===== config.mk =====
export PLATFORM = sky130hd
export DESIGN_NAME = nibble_add_sched
export DESIGN_NICKNAME = d
export VERILOG_FILES = /design/src/rtl/nibble_add_sched.sv
export SDC_FILE = /design/constraint.sdc
export NUM_CORES = 1
export LEC_CHECK = 0
export CORE_MARGIN = 4
export CORE_UTILIZATION = 46
export DETAILED_ROUTE_END_ITERATION = 10
export GPL_ROUTABILITY_DRIVEN = 0
export GPL_TIMING_DRIVEN = 0
export PLACE_DENSITY = 0.83
export SLEW_MARGIN = 25
export SYNTH_ARGS = -nofsm -noshare
export SYNTH_HDL_FRONTEND = slang
export SYNTH_SLANG_ARGS = --single-unit

===== constraint.sdc =====
create_clock -name clk -period 3.7 [get_ports clk]
set_clock_uncertainty 0.05 [all_clocks]
set_input_delay 0.74 -clock clk [delete_from_list [all_inputs] [get_ports clk]]
set_output_delay 0.74 -clock clk [all_outputs]
set_load 0.005 [all_outputs]

===== src/rtl/nibble_add_sched.sv =====
// nibble_add_sched: two-requester arbiter in front of a nibble-serial adder.
// One 4-bit adder slice is reused across NIBBLES cycles, rippling the carry
// through a register so the full W-bit sum appears after NIBBLES RUN cycles.
//
// FSM states:
//   state  | meaning
//   IDLE   | waiting for a request; grants are combinational here
//   RUN    | adding one nibble per cycle, index 0 .. NIBBLES-1
//   DONE   | one-cycle result strobe (done, done_id), then back to IDLE
module nibble_add_sched #(
  parameter int NIBBLES = 4
) (
  input  logic                   clk,
  input  logic                   rst,
  input  logic                   req0,
  input  logic                   req1,
  input  logic [4*NIBBLES-1:0]   a0,
  input  logic [4*NIBBLES-1:0]   b0,
  input  logic [4*NIBBLES-1:0]   a1,
  input  logic [4*NIBBLES-1:0]   b1,
  output logic                   gnt0,
  output logic                   gnt1,
  output logic                   busy,
  output logic                   done,
  output logic                   done_id,
  output logic [4*NIBBLES-1:0]   sum,
  output logic                   co
);

  localparam int W  = 4 * NIBBLES;
  localparam int IW = (NIBBLES > 1) ? $clog2(NIBBLES) : 1;
  localparam logic [IW-1:0] LAST_IDX = IW'(NIBBLES - 1);

  localparam logic [1:0] S_IDLE = 2'd0;
  localparam logic [1:0] S_RUN  = 2'd1;
  localparam logic [1:0] S_DONE = 2'd2;

  logic [1:0]    state;
  logic          ptr;
  logic          id;
  logic [W-1:0]  opa;
  logic [W-1:0]  opb;
  logic [IW-1:0] idx;
  logic          carry;
  logic [IW+1:0] lsb;
  logic [4:0]    slice;

  // Round-robin grant: ptr only matters when both requesters contend.
  always_comb begin
    gnt0 = 1'b0;
    gnt1 = 1'b0;
    if (!rst && state == S_IDLE) begin
      gnt0 = req0 & (~req1 | ~ptr);
      gnt1 = req1 & (~req0 |  ptr);
    end
  end

  // The single shared 4-bit adder slice, selected by the nibble index.
  always_comb begin
    lsb   = {idx, 2'b00};
    slice = {1'b0, opa[lsb +: 4]} + {1'b0, opb[lsb +: 4]} + {4'b0000, carry};
  end

  // Sequencer: capture on grant, one nibble per RUN cycle, strobe in DONE.
  always_ff @(posedge clk) begin
    if (rst) begin
      state <= S_IDLE;
      ptr   <= 1'b0;
      id    <= 1'b0;
      opa   <= '0;
      opb   <= '0;
      idx   <= '0;
      carry <= 1'b0;
      sum   <= '0;
      co    <= 1'b0;
    end else begin
      case (state)
        S_IDLE: begin
          if (gnt0 | gnt1) begin
            opa   <= gnt1 ? a1 : a0;
            opb   <= gnt1 ? b1 : b0;
            id    <= gnt1;
            ptr   <= gnt0;
            idx   <= '0;
            carry <= 1'b0;
            state <= S_RUN;
          end
        end
        S_RUN: begin
          sum[lsb +: 4] <= slice[3:0];
          carry         <= slice[4];
          if (idx == LAST_IDX) begin
            co    <= slice[4];
            state <= S_DONE;
          end else begin
            idx <= idx + IW'(1);
          end
        end
        S_DONE: begin
          state <= S_IDLE;
        end
        default: begin
          state <= S_IDLE;
        end
      endcase
    end
  end

  // Status outputs decode directly from the state and captured id.
  always_comb begin
    busy    = (state != S_IDLE);
    done    = (state == S_DONE);
    done_id = id;
  end

endmodule


==> flow_metrics.tcl, run 1 <==
set metrics [dict create \
    synth_area_per_cell_sq_um 9.85 \
    placed_cells 436 \
    comb_power_share_pct 22.1 \
    leakagePower_nw 1.64 \
    period_minus_slack_ps 3290 \
    drive_gt1_share_pct 8.60 \
    chipHeight_um 84.7 \
    drtIter0Drc 100 \
    fin_area_sq_mm 0.00380 \
    core_sq_mm 0.00561 \
    tns_ps 0 \
    placed_cell_area_sq_mm 0.00369 \
    reg2reg_from "idx[0]" \
    critPathMaxStageDelay_ps 530 \
    n_fill_cell 486 \
    htreeDepth 2 \
    totalWireLength_mm 6.62 \
    clk_latency_ps 310 \
    grt_max_degree 17 \
    hold_slack_ps 420 \
    seq_area_sq_mm 0.00112 \
    postCtsResizedCells 0 \
    cp-start-kind "input port" \
    syn-cell-area_sq_mm 0.00271 \
    reg2reg_slack_ps 580 \
    p_total_mw 1.36 \
    port_buffers 89 \
    drcViolationCount 0 \
    vias 2390 \
    hold_viol 0 \
    slew_violations 0 \
    setup_slack_ps 406 \
    multiInputGateArea_sq_mm 0.00146 \
    post-route-util_pct 67.7 \
    p_int_mw 1.01 \
    setup_violations 0 \
    root_buffer "clkbuf_8" \
    start_util_pct 48.3 \
    firstDrtPassIters 4 \
    cts_buffers 5 \
    cts_setup_buffers 0 \
    r2r-end "carry" \
    whs_path_depth 2 \
    crit_required_ps 2910 \
    hp-start "done_id" \
    cp_max_fo 10 \
    rsz0062_at_grt "no" \
    dp_slack_ps 416 \
    overflow 0 \
    dpl.hpwl_mm 5.29 \
    yosys_warnings 0 \
    power_density_mw_per_mm2 358 \
    viasPerCell 5.38 \
    timing.slew.headroom_pct 62.4 \
    antenna_left 0 \
    fin_cells 444 \
    ys_types 33 \
    worstPathArrival_ps 2500 \
    crit_path_frequent_cell "clkdlybuf4s50_1" \
    p_sw_share_pct 25.9 \
    clock_sinks 56 \
    post-route-period-util_pct 89.0 \
    layout_common_cells "clkdlybuf4s50_1 (89), dfxtp_1 (56), a21oi_1 (39)" \
    r2r_cells 8 \
    syn-num-nets 354 \
    maxCapViolCount 0 \
    clkTransAtPathRegs_ps 90 \
    cts_tree "done" \
    antenna_found_initial 0 \
    seq_area_frac_synth_pct 41.4 \
    endpoint_kind "output port" \
    cts_max_path_buffers 2 \
    clockPowerShare_pct 29.0 \
    status "complete, no violations" \
    nets 450 \
    synth_cells 275 \
    grt_first_pass_wirelength_mm 11.0 \
    areaGrowthSynthToFinish_pct 40.2 \
    diodes 0 \
    grt_pass1_vias 2476 \
    crit_path_cell_trace "clkdlybuf4s50_1, nor3_4, nand3_1, buf_4, buf_6, inv_1, clkdlybuf4s50_1" \
    die_area_sq_mm 0.00718 \
    hold_path_end "done_id" \
    setup.worst_path.class "in -> out" \
    seq_power_share_pct 48.9 \
    post_drt_wl_per_cell_um 14.9 \
    final_common_cell "clkdlybuf4s50_1" \
    row_count 27 \
    clock.fmax_mhz 304 \
    cp_slowest_cell "clkdlybuf4s50_1" \
    power.switching_uw 352 \
    hp-class "reg -> reg" \
    track_usage_pct 18.6 \
    cts_hold_buffers 0 \
    ios 90 \
    dieWidth_um 84.7 \
    vdd_drop_max_mv 0.195 \
    synth_seq_cells 56 \
    worstMarginPinSlew_ps 564 \
]
[sequential cells by signal, indices dropped and copies added, names as in the netlist]
signal   count
sum         16
idx          2
ptr          1
state        2
carry        1
opb         16
done_id      1
co           1
opa         16
[routing by layer]
metal  routed length, um  GRT usage (%)  vias up
met5                   0              0        -
met4                  99           6.19        0
met3                 416           3.24        8
met2                3370           34.4       80
met1                2740           21.6     1109
li1                    -              -     1193
[worst max path at each step]
stage / start / end / cells past startpoint
floorplan: idx[0] / carry / 8
CTS: rst / gnt1 / 7
detailed placement: rst / gnt1 / 7
finish: rst / gnt1 / 7
global placement: rst / gnt1 / 7
global route: rst / gnt1 / 7
[kinds of logic after synthesis]
logic type	share of synthesized area, %
AOI/OAI and AO/OA	19.6
DFF	41.4
xor gates and xnor gates	0.324
buffers and inverters	4.81
adders and majority gates	5.64
and+or+nand+nor	9.75
muxes	18.5
[power groups by stage]
stage | clock network, mW | logic, mW | registers (mW)
6_report | 0.395 | 0.300 | 0.665
5_1_grt | 0.420 | 0.330 | 0.669
4_1_cts | 0.398 | 0.301 | 0.665
3_5_place_dp | 0 | 0.299 | 0.679
3_3_place_gp | 0 | 0.294 | 0.677
2_1_floorplan | 0 | 0.173 | 0.671
[final cells by class]
class | instances | area share, %
Clock buffer | 6 | 1.91
Inverter | 4 | 0.396
Tap cell | 72 | 2.37
Multi-Input combinational cell | 196 | 38.4
Sequential cell | 56 | 29.5
Buffer | 19 | 3.03
Timing Repair Buffer | 89 | 23.5
Clock inverter | 2 | 0.923
[cell usage after synthesis (all sizes together)]
master / number / area share (%)
or2: 2 / 0.46
a22oi: 12 / 3.3
fa: 2 / 1.5
a21o: 2 / 0.55
nand2b: 3 / 0.69
xor2: 1 / 0.32
nand3: 6 / 1.1
o21ai: 34 / 6.3
nor3: 1 / 0.60
dfxtp: 56 / 41
nor4: 2 / 0.92
nor2b: 2 / 0.46
buf: 12 / 3.3
a31o: 1 / 0.32
and3b: 1 / 0.32
inv: 4 / 0.55
o21a: 1 / 0.28
o22a: 1 / 0.32
nand2: 13 / 1.8
nor2: 16 / 2.2
a311oi: 1 / 0.32
clkbuf: 7 / 0.97
mux4: 8 / 6.7
a21oi: 39 / 7.2
and3: 3 / 0.69
ha: 9 / 4.2
a32oi: 2 / 0.65
mux2i: 32 / 12
and4bb: 1 / 0.46
a211o: 1 / 0.32
[critical path, delay by kind of cell]
kind	cells	cell delay, ps
buffers and inverters	5	1430
AND/OR/NAND/NOR	2	320
Power figures use the tool's default switching activity.
==> inputs of run 2 (changes only) <==
PLACE_DENSITY = default   (was 0.83)
PLACE_DENSITY_LB_ADDON = 0.1   (was default)
==> flow_metrics.tcl, run 2 (synthesis results as in run 1) <==
set metrics [dict create \
    worstMarginPinSlew_ps 583 \
    htreeDepth 2 \
    worstPathArrival_ps 2440 \
    vdd_drop_max_mv 0.179 \
    totalWireLength_mm 6.52 \
    n_fill_cell 493 \
    p_total_mw 1.28 \
    setup.worst_path.class "in -> out" \
    row_count 27 \
    cts_tree "done" \
    cts_buffers 5 \
    final_common_cell "clkdlybuf4s50_1" \
    clkTransAtPathRegs_ps 90 \
    setup_slack_ps 470 \
    grt_pass1_vias 2314 \
    whs_path_depth 2 \
    r2r_cells 7 \
    hp-start "sum[7]" \
    reg2reg_slack_ps 590 \
    vias 2393 \
    chipHeight_um 84.7 \
    period_minus_slack_ps 3230 \
    r2r-end "sum[2]" \
    drcViolationCount 0 \
    areaGrowthSynthToFinish_pct 39.1 \
    post-route-period-util_pct 87.3 \
    reg.largest.list "opa: 16 flops, opb: 16 flops, sum: 16 flops" \
    slew_violations 0 \
    placed_cell_area_sq_mm 0.00369 \
    dp_slack_ps 463 \
    clk_latency_ps 310 \
    clock.fmax_mhz 310 \
    fin_area_sq_mm 0.00377 \
    clock_sinks 56 \
    power_density_mw_per_mm2 339 \
    firstDrtPassIters 5 \
    overflow 0 \
    core_sq_mm 0.00561 \
    drtIter0Drc 97 \
    tns_ps 0 \
    status "complete, no violations" \
    diodes 0 \
    post_drt_wl_per_cell_um 14.7 \
    post-route-util_pct 67.2 \
    antenna_left 0 \
    hp-class "reg -> reg" \
    cp-start-kind "input port" \
    die_area_sq_mm 0.00718 \
    cts_max_path_buffers 2 \
    hold_path_end "sum[7]" \
    root_buffer "clkbuf_8" \
    cp_max_fo 10 \
    setup_violations 0 \
    drive_gt1_share_pct 8.36 \
    maxCapViolCount 0 \
    nets 450 \
    port_buffers 89 \
    viasPerCell 5.40 \
    start_util_pct 48.3 \
    grt_max_degree 16 \
    dieWidth_um 84.7 \
    layout_common_cells "clkdlybuf4s50_1 (89), dfxtp_1 (56), a21oi_1 (39)" \
    leakagePower_nw 1.63 \
    track_usage_pct 18.3 \
    grt_first_pass_wirelength_mm 10.7 \
    rsz0062_at_grt "no" \
    ios 90 \
    cts_setup_buffers 0 \
    dpl.hpwl_mm 5.11 \
    timing.slew.headroom_pct 61.1 \
    hold_viol 0 \
    crit_required_ps 2910 \
    reg2reg_from "idx[0]" \
    endpoint_kind "output port" \
    postCtsResizedCells 0 \
    cts_hold_buffers 0 \
    antenna_found_initial 0 \
]
-- run 2: metrics by stage --
step	hold WS, ps	cells
floorplan	402	275
global placement	396	436
detailed placement	401	436
CTS	414	443
global route	441	443
finish	410	443
-- run 2: critical path, stage by stage --
cell and delay (ps):
clkdlybuf4s50_1 500, nor3_4 200, nand3_1 100, buf_4 200, buf_6 160, inv_1 50
clkdlybuf4s50_1 490
-- run 2: worst max-delay path by stage --
stage               cells past startpoint  slack [ps]  endpoint    from
floorplan                               8         910     carry  idx[0]
global placement                        7         470      gnt1     rst
detailed placement                      7         460      gnt1     rst
CTS                                     7         450      gnt1     rst
global route                            7         340      gnt1     rst
finish                                  7         470      gnt1     rst
-- run 2: power breakdown --
group          internal, mW  switching, mW
clock network         0.129          0.183
logic                 0.165          0.135
registers             0.641         0.0239
total                 0.935          0.342
-- run 2: area by class of cell --
class	instances	area (sq um)	share of cell area (%)
Timing Repair Buffer	89	891	23.7
Clock inverter	1	5.00	0.133
Multi-Input combinational cell	196	1460	38.7
Inverter	4	15.0	0.399
Sequential cell	56	1120	29.8
Buffer	19	115	3.06
Clock buffer	6	72.6	1.93
Tap cell	72	90.1	2.39
-- run 2: metal layers --
| metal | vias up | share of wire (%) | global-route usage [%] |
|---|---|---|---|
| met1 | 1108 | 44 | 23.2 |
| met4 | 0 | 2.0 | 7.48 |
| met2 | 78 | 49 | 30.1 |
| li1 | 1196 | - | - |
| met3 | 11 | 5.7 | 3.73 |
| met5 | - | 0 | 0 |
